==> src/rtl/csa_if.sv <==
// csa_if: operand/result handshake bundle for csa_accum
interface csa_if #(parameter int WL = 13, parameter int CW = 4);
  logic start;
  logic in_valid;
  logic in_ready;
  logic [WL-1:0] a;
  logic [WL-1:0] b;
  logic cin1;
  logic cin2;
  logic [WL-1:0] Ws;
  logic [WL-1:0] Wc;
  logic [WL-1:0] W;
  logic out_valid;
  logic out_ready;
  logic busy;
  logic [CW-1:0] count;
  modport master (
    output start, in_valid, a, b, cin1, cin2, out_ready,
    input  in_ready, Ws, Wc, W, out_valid, busy, count
  );
  modport slave (
    input  start, in_valid, a, b, cin1, cin2, out_ready,
    output in_ready, Ws, Wc, W, out_valid, busy, count
  );
endinterface

==> src/rtl/csa_accum.sv <==
// csa_accum: redundant (carry-save) residual accumulator built on a 4:2 compressor
module csa_accum #(
  parameter int WL = 13,
  parameter int STEPS = 13,
  parameter bit SHIFT = 1'b1,
  localparam int CW = $clog2(STEPS + 1)
) (
  input logic clk,
  input logic rst,
  csa_if.slave bus
);
  localparam logic [1:0] IDLE = 2'd0;
  localparam logic [1:0] RUN = 2'd1;
  localparam logic [1:0] DONE = 2'd2;
  logic [1:0] state;
  logic [WL-1:0] ws, wc, xs, xc, s1, m1, t, m2, ns, nc;
  logic [CW-1:0] cnt;
  logic acc;
  // Two chained 3:2 stages: the first stage's carries form the transfer word with cin1 at bit 0
  always_comb begin
    xs = SHIFT ? {ws[WL-2:0], 1'b0} : ws;
    xc = SHIFT ? {wc[WL-2:0], 1'b0} : wc;
    s1 = xs ^ xc ^ bus.a;
    m1 = (xs & xc) | (xs & bus.a) | (xc & bus.a);
    t = {m1[WL-2:0], bus.cin1};
    ns = s1 ^ t ^ bus.b;
    m2 = (s1 & t) | (s1 & bus.b) | (t & bus.b);
    nc = {m2[WL-2:0], bus.cin2};
    acc = (state == RUN) && bus.in_valid;
  end
  always_ff @(posedge clk) begin
    if (rst) begin
      state <= IDLE;
      ws <= '0;
      wc <= '0;
      cnt <= '0;
    end else begin
      if (state == IDLE && bus.start) begin
        state <= RUN;
        ws <= '0;
        wc <= '0;
        cnt <= '0;
      end
      if (acc) begin
        ws <= ns;
        wc <= nc;
        cnt <= cnt + CW'(1);
        if (cnt == CW'(STEPS - 1)) state <= DONE;
      end
      if (state == DONE && bus.out_ready) state <= IDLE;
    end
  end
  assign bus.in_ready = state == RUN;
  assign bus.out_valid = state == DONE;
  assign bus.busy = state != IDLE;
  assign bus.Ws = ws;
  assign bus.Wc = wc;
  assign bus.W = ws + wc;
  assign bus.count = cnt;
endmodule

==> src/flat_wrapper.sv <==
// flat-port wrapper written by rule: the top's interface ports become plain ports
module csa_accum_flat 
#(
  parameter int WL = 13,
  parameter int STEPS = 13,
  parameter bit SHIFT = 1'b1,
  localparam int CW = $clog2(STEPS + 1)
)
  (clk, rst, bus_start, bus_in_valid, bus_a, bus_b, bus_cin1, bus_cin2, bus_out_ready, bus_in_ready, bus_Ws, bus_Wc, bus_W, bus_out_valid, bus_busy, bus_count);
  csa_if #(.WL(WL)) bus_i ();
  input logic clk;
  input logic rst;
  input wire logic [$bits(bus_i.start)-1:0] bus_start;
  input wire logic [$bits(bus_i.in_valid)-1:0] bus_in_valid;
  input wire logic [$bits(bus_i.a)-1:0] bus_a;
  input wire logic [$bits(bus_i.b)-1:0] bus_b;
  input wire logic [$bits(bus_i.cin1)-1:0] bus_cin1;
  input wire logic [$bits(bus_i.cin2)-1:0] bus_cin2;
  input wire logic [$bits(bus_i.out_ready)-1:0] bus_out_ready;
  output wire logic [$bits(bus_i.in_ready)-1:0] bus_in_ready;
  output wire logic [$bits(bus_i.Ws)-1:0] bus_Ws;
  output wire logic [$bits(bus_i.Wc)-1:0] bus_Wc;
  output wire logic [$bits(bus_i.W)-1:0] bus_W;
  output wire logic [$bits(bus_i.out_valid)-1:0] bus_out_valid;
  output wire logic [$bits(bus_i.busy)-1:0] bus_busy;
  output wire logic [$bits(bus_i.count)-1:0] bus_count;
  assign bus_i.start = bus_start;
  assign bus_i.in_valid = bus_in_valid;
  assign bus_i.a = bus_a;
  assign bus_i.b = bus_b;
  assign bus_i.cin1 = bus_cin1;
  assign bus_i.cin2 = bus_cin2;
  assign bus_i.out_ready = bus_out_ready;
  assign bus_in_ready = bus_i.in_ready;
  assign bus_Ws = bus_i.Ws;
  assign bus_Wc = bus_i.Wc;
  assign bus_W = bus_i.W;
  assign bus_out_valid = bus_i.out_valid;
  assign bus_busy = bus_i.busy;
  assign bus_count = bus_i.count;
  csa_accum #(.WL(WL), .STEPS(STEPS), .SHIFT(SHIFT)) u_core (.clk(clk), .rst(rst), .bus(bus_i));
endmodule
==> config.mk <==
export PLATFORM = sky130hd
export DESIGN_NAME = csa_accum_flat
export DESIGN_NICKNAME = d
export VERILOG_FILES = /design/src/rtl/csa_if.sv /design/src/rtl/csa_accum.sv /design/src/flat_wrapper.sv
export SDC_FILE = /design/constraint.sdc
export NUM_CORES = 1
export LEC_CHECK = 0
export CORE_UTILIZATION = 47
export DETAILED_ROUTE_END_ITERATION = 7
export PLACE_DENSITY = 0.91
export SYNTH_ARGS = -nofsm -noshare
export SYNTH_HDL_FRONTEND = slang
export SYNTH_SLANG_ARGS = --single-unit
==> constraint.sdc <==
create_clock -name clk -period 3.3 [get_ports clk]
set_clock_uncertainty 0.1 [all_clocks]
set_input_delay 0.825 -clock clk [delete_from_list [all_inputs] [get_ports clk]]
set_output_delay 0.825 -clock clk [all_outputs]
set_load 0.02 [all_outputs]
==> run summary <==
DR iter-0 viols - 273
Power per standard cell area - 325 nW/um^2
Crit path required time - 2370 ps
WL/cell - 16.1 um
Sw Pwr - 0.000347 W
Static Leak - 1.58 nW
#FFs+latches synth - 32
CTS max path bufs - 2
Area leader, netlist - dfxtp_1
Cells after DPL - 457
Status - complete, no violations
Final net count - 469
Area contributors post-synth - dfxtp_1 (27%), fa_1 (19%), nor2_1 (8.9%)
CTS sink cnt - 32
Power share of the sequential group - 35.0%
Estimated wirelength of the detail-placed design - 5.38 mm
CTS Buf Count - 5
Hold_ws - 430 ps
Worst setup SP type - flop
Fin Setup TNS - 0 ps
Switching Fraction - 29.4%
Critical path's slowest cell - dfxtp_1
Post-synth ARST share - 0%
Antenna viol nets, final - 0
Sequential share of the synthesized area - 26.6%
Via/cell ratio - 5.48
Multi-input logic area - 1600 sq um
Highest clock rate - 310 MHz
Slowest Stage Delay on Critical Path - 390 ps
Critical path class - flop to output port
Power Internal - 0.000835 W
DP Area - 3470 sq um
Period utilization - 97.7%
Core footprint - 4820 sq um
GP Congestion - 0.902
Row count - 25
Finished Layout Cells - 466
Max transition margin - 19.3%
DRC - 0
Post-Syn Instances - 291
Main synth FF type - dfxtp_1
Hold Vio Cnt, Final - 0
Final Critical Period - 3220 ps
Final Setup Violations - 0
Synthesis-to-layout area growth - 51.2%
Top-count cell post-synth - nor2_1
Total gr overflow - 0
Vias post-DR - 2554
Initial antenna violation count - 0
Synthesized cell area - 2410 sq um
H-tree depth - 2
Syn_nets - 362
Vias in the first global route - 2426
Clock slew at reported path FFs - 70 ps
First-pass GRT wire length - 11.2 mm
Filler cells - 333
Synthesis Warnings - 0
Slew Viols, Final - 0
Port-buffer cells - 78
Finished layout cell area - 3640 sq um
Worst-Margin Slew - 1210 ps
DIE HEIGHT - 73.6 um
1st-pass router iterations - 7
CTS tree - yes
Layout cells sized above 1 - 14.8%
RSZ-0062 raised after global routing - false
Full die area - 5410 sq um
Pre-CTS WS - -103 ps
Chip Width - 73.6 um
Post-synth EDFFs - 0
Clock Power Share - 35.3%
# diodes - 0
Yosys top cell area share - 26.6%
Largest net degree at the start of global routing - 30
Crit. End Element - output port
Critical-path maximum fanout - 4
Min setup slack post-route - 75.3 ps
Register Area - 642 sq um
Boundary pin count - 79
Avg Cell Area, Syn - 8.27 sq um
CP cell instances - ha_4, and2_4, a221o_1, a211o_1, a211oi_2, xnor2_1, buf_4
Worst Path Arrival - 2300 ps
Clk Latency, worst-skew pair - 280 ps
Total wire length - 7.49 mm
Max-Cap Viols - 0
CP Buf/Inv Count - 1
Clk root buf - clkbuf_8
HP Class - flop to flop
Post-synthesis cell type count - 43
Global-route usage over all layers - 27.5%
Initial Util - 49.9%
Worst vdd ir - 276 uV
Synth cell count leaders - nor2_1 (57), inv_1 (47), dfxtp_1 (32)
Worst path top cell family by delay - compound AO/OA/AOI/OAI gates
Logic pwr share - 29.6%
[power groups by stage]
stage	Combinational, W	Sequential, W	Clock, W
3_5_place_dp	0.000343	0.000422	0
6_report	0.000350	0.000414	0.000418
2_1_floorplan	0.000166	0.000440	0
4_1_cts	0.000341	0.000413	0.000415
5_1_grt	0.000381	0.000416	0.000434
3_3_place_gp	0.000331	0.000420	0
[final cells by class]
class,count,area share (%)
Sequential cell,32,17.6
Inverter,47,4.85
Clock buffer,7,2.65
Tap cell,67,2.30
Timing Repair Buffer,111,27.7
Clock inverter,1,0.826
Multi-Input combinational cell,201,44.1
[stage by stage]
stage | power [W] | utilization (%)
6_report | 0.00118 | 75.5
5_1_grt | 0.00123 | 75.5
4_1_cts | 0.00117 | 74.3
3_5_place_dp | 0.000764 | 72.0
3_3_place_gp | 0.000751 | 72.0
2_1_floorplan | 0.000607 | -
[per-layer routing]
metal / vias to the layer above / wire [um] / global-route usage [%]
li1: 1162 / - / -
met1: 1181 / 2840 / 35.2
met2: 176 / 3710 / 48.2
met3: 35 / 620 / 3.98
met4: 0 / 315 / 7.26
met5: - / 0 / 0
[placed cells by master (no fill, tap or decap), types with 4 or more instances in the layout]
master,count
ha_1,12
inv_1,47
nand2_1,10
a21oi_1,29
xnor2_1,9
clkbuf_8,7
clkdlybuf4s50_1,69
nor2_1,56
buf_4,36
fa_1,23
nor3_1,4
nand3_1,7
xor2_1,4
dfxtp_1,31
a22oi_1,9
[sequential cells by signal, summed over array words and instances (netlist names)]
name	count
u_core.bus.count	4
u_core.bus.Ws	13
u_core.state	2
u_core.bus.Wc	13
[timing repair]
action,in CTS,in global routing
endpoints found under the setup margin,8,8
resized for setup,24,17
pin swaps,0,6
hold buffers,0,0
buffers inserted,0,1
[worst register-to-register path, stage by stage (launching register included)]
cell	delay, ps
dfxtp_1	350
nor2b_1	160
and2_1	180
nor2_2	930
a21oi_1	220
nor2_1	170
[cell families after synthesis]
logic type / count (synthesis) / share of synthesized area (%)
flops: 32 / 26.6
simple gates: 92 / 16.9
xor+xnor: 13 / 4.73
mux: 1 / 0.416
buf+inv: 58 / 9.20
fa+ha+maj: 38 / 26.9
compound gates: 57 / 15.2
[path summary, 6_finish.rpt]
check	start	end	slack [ps]	cells after the start
max	u_core.bus.Wc[3]$_SDFFE_PP0P_	bus_W[11]	80	7
min	u_core.bus.count[3]$_SDFFE_PP0P_	u_core.bus.count[3]$_SDFFE_PP0P_	430	1
max reg2reg	u_core.state[0]$_SDFF_PP0_	u_core.bus.Wc[3]$_SDFFE_PP0P_	1110	5
min reg2reg	u_core.bus.count[3]$_SDFFE_PP0P_	u_core.bus.count[3]$_SDFFE_PP0P_	430	1
Power figures use the tool's default switching activity.
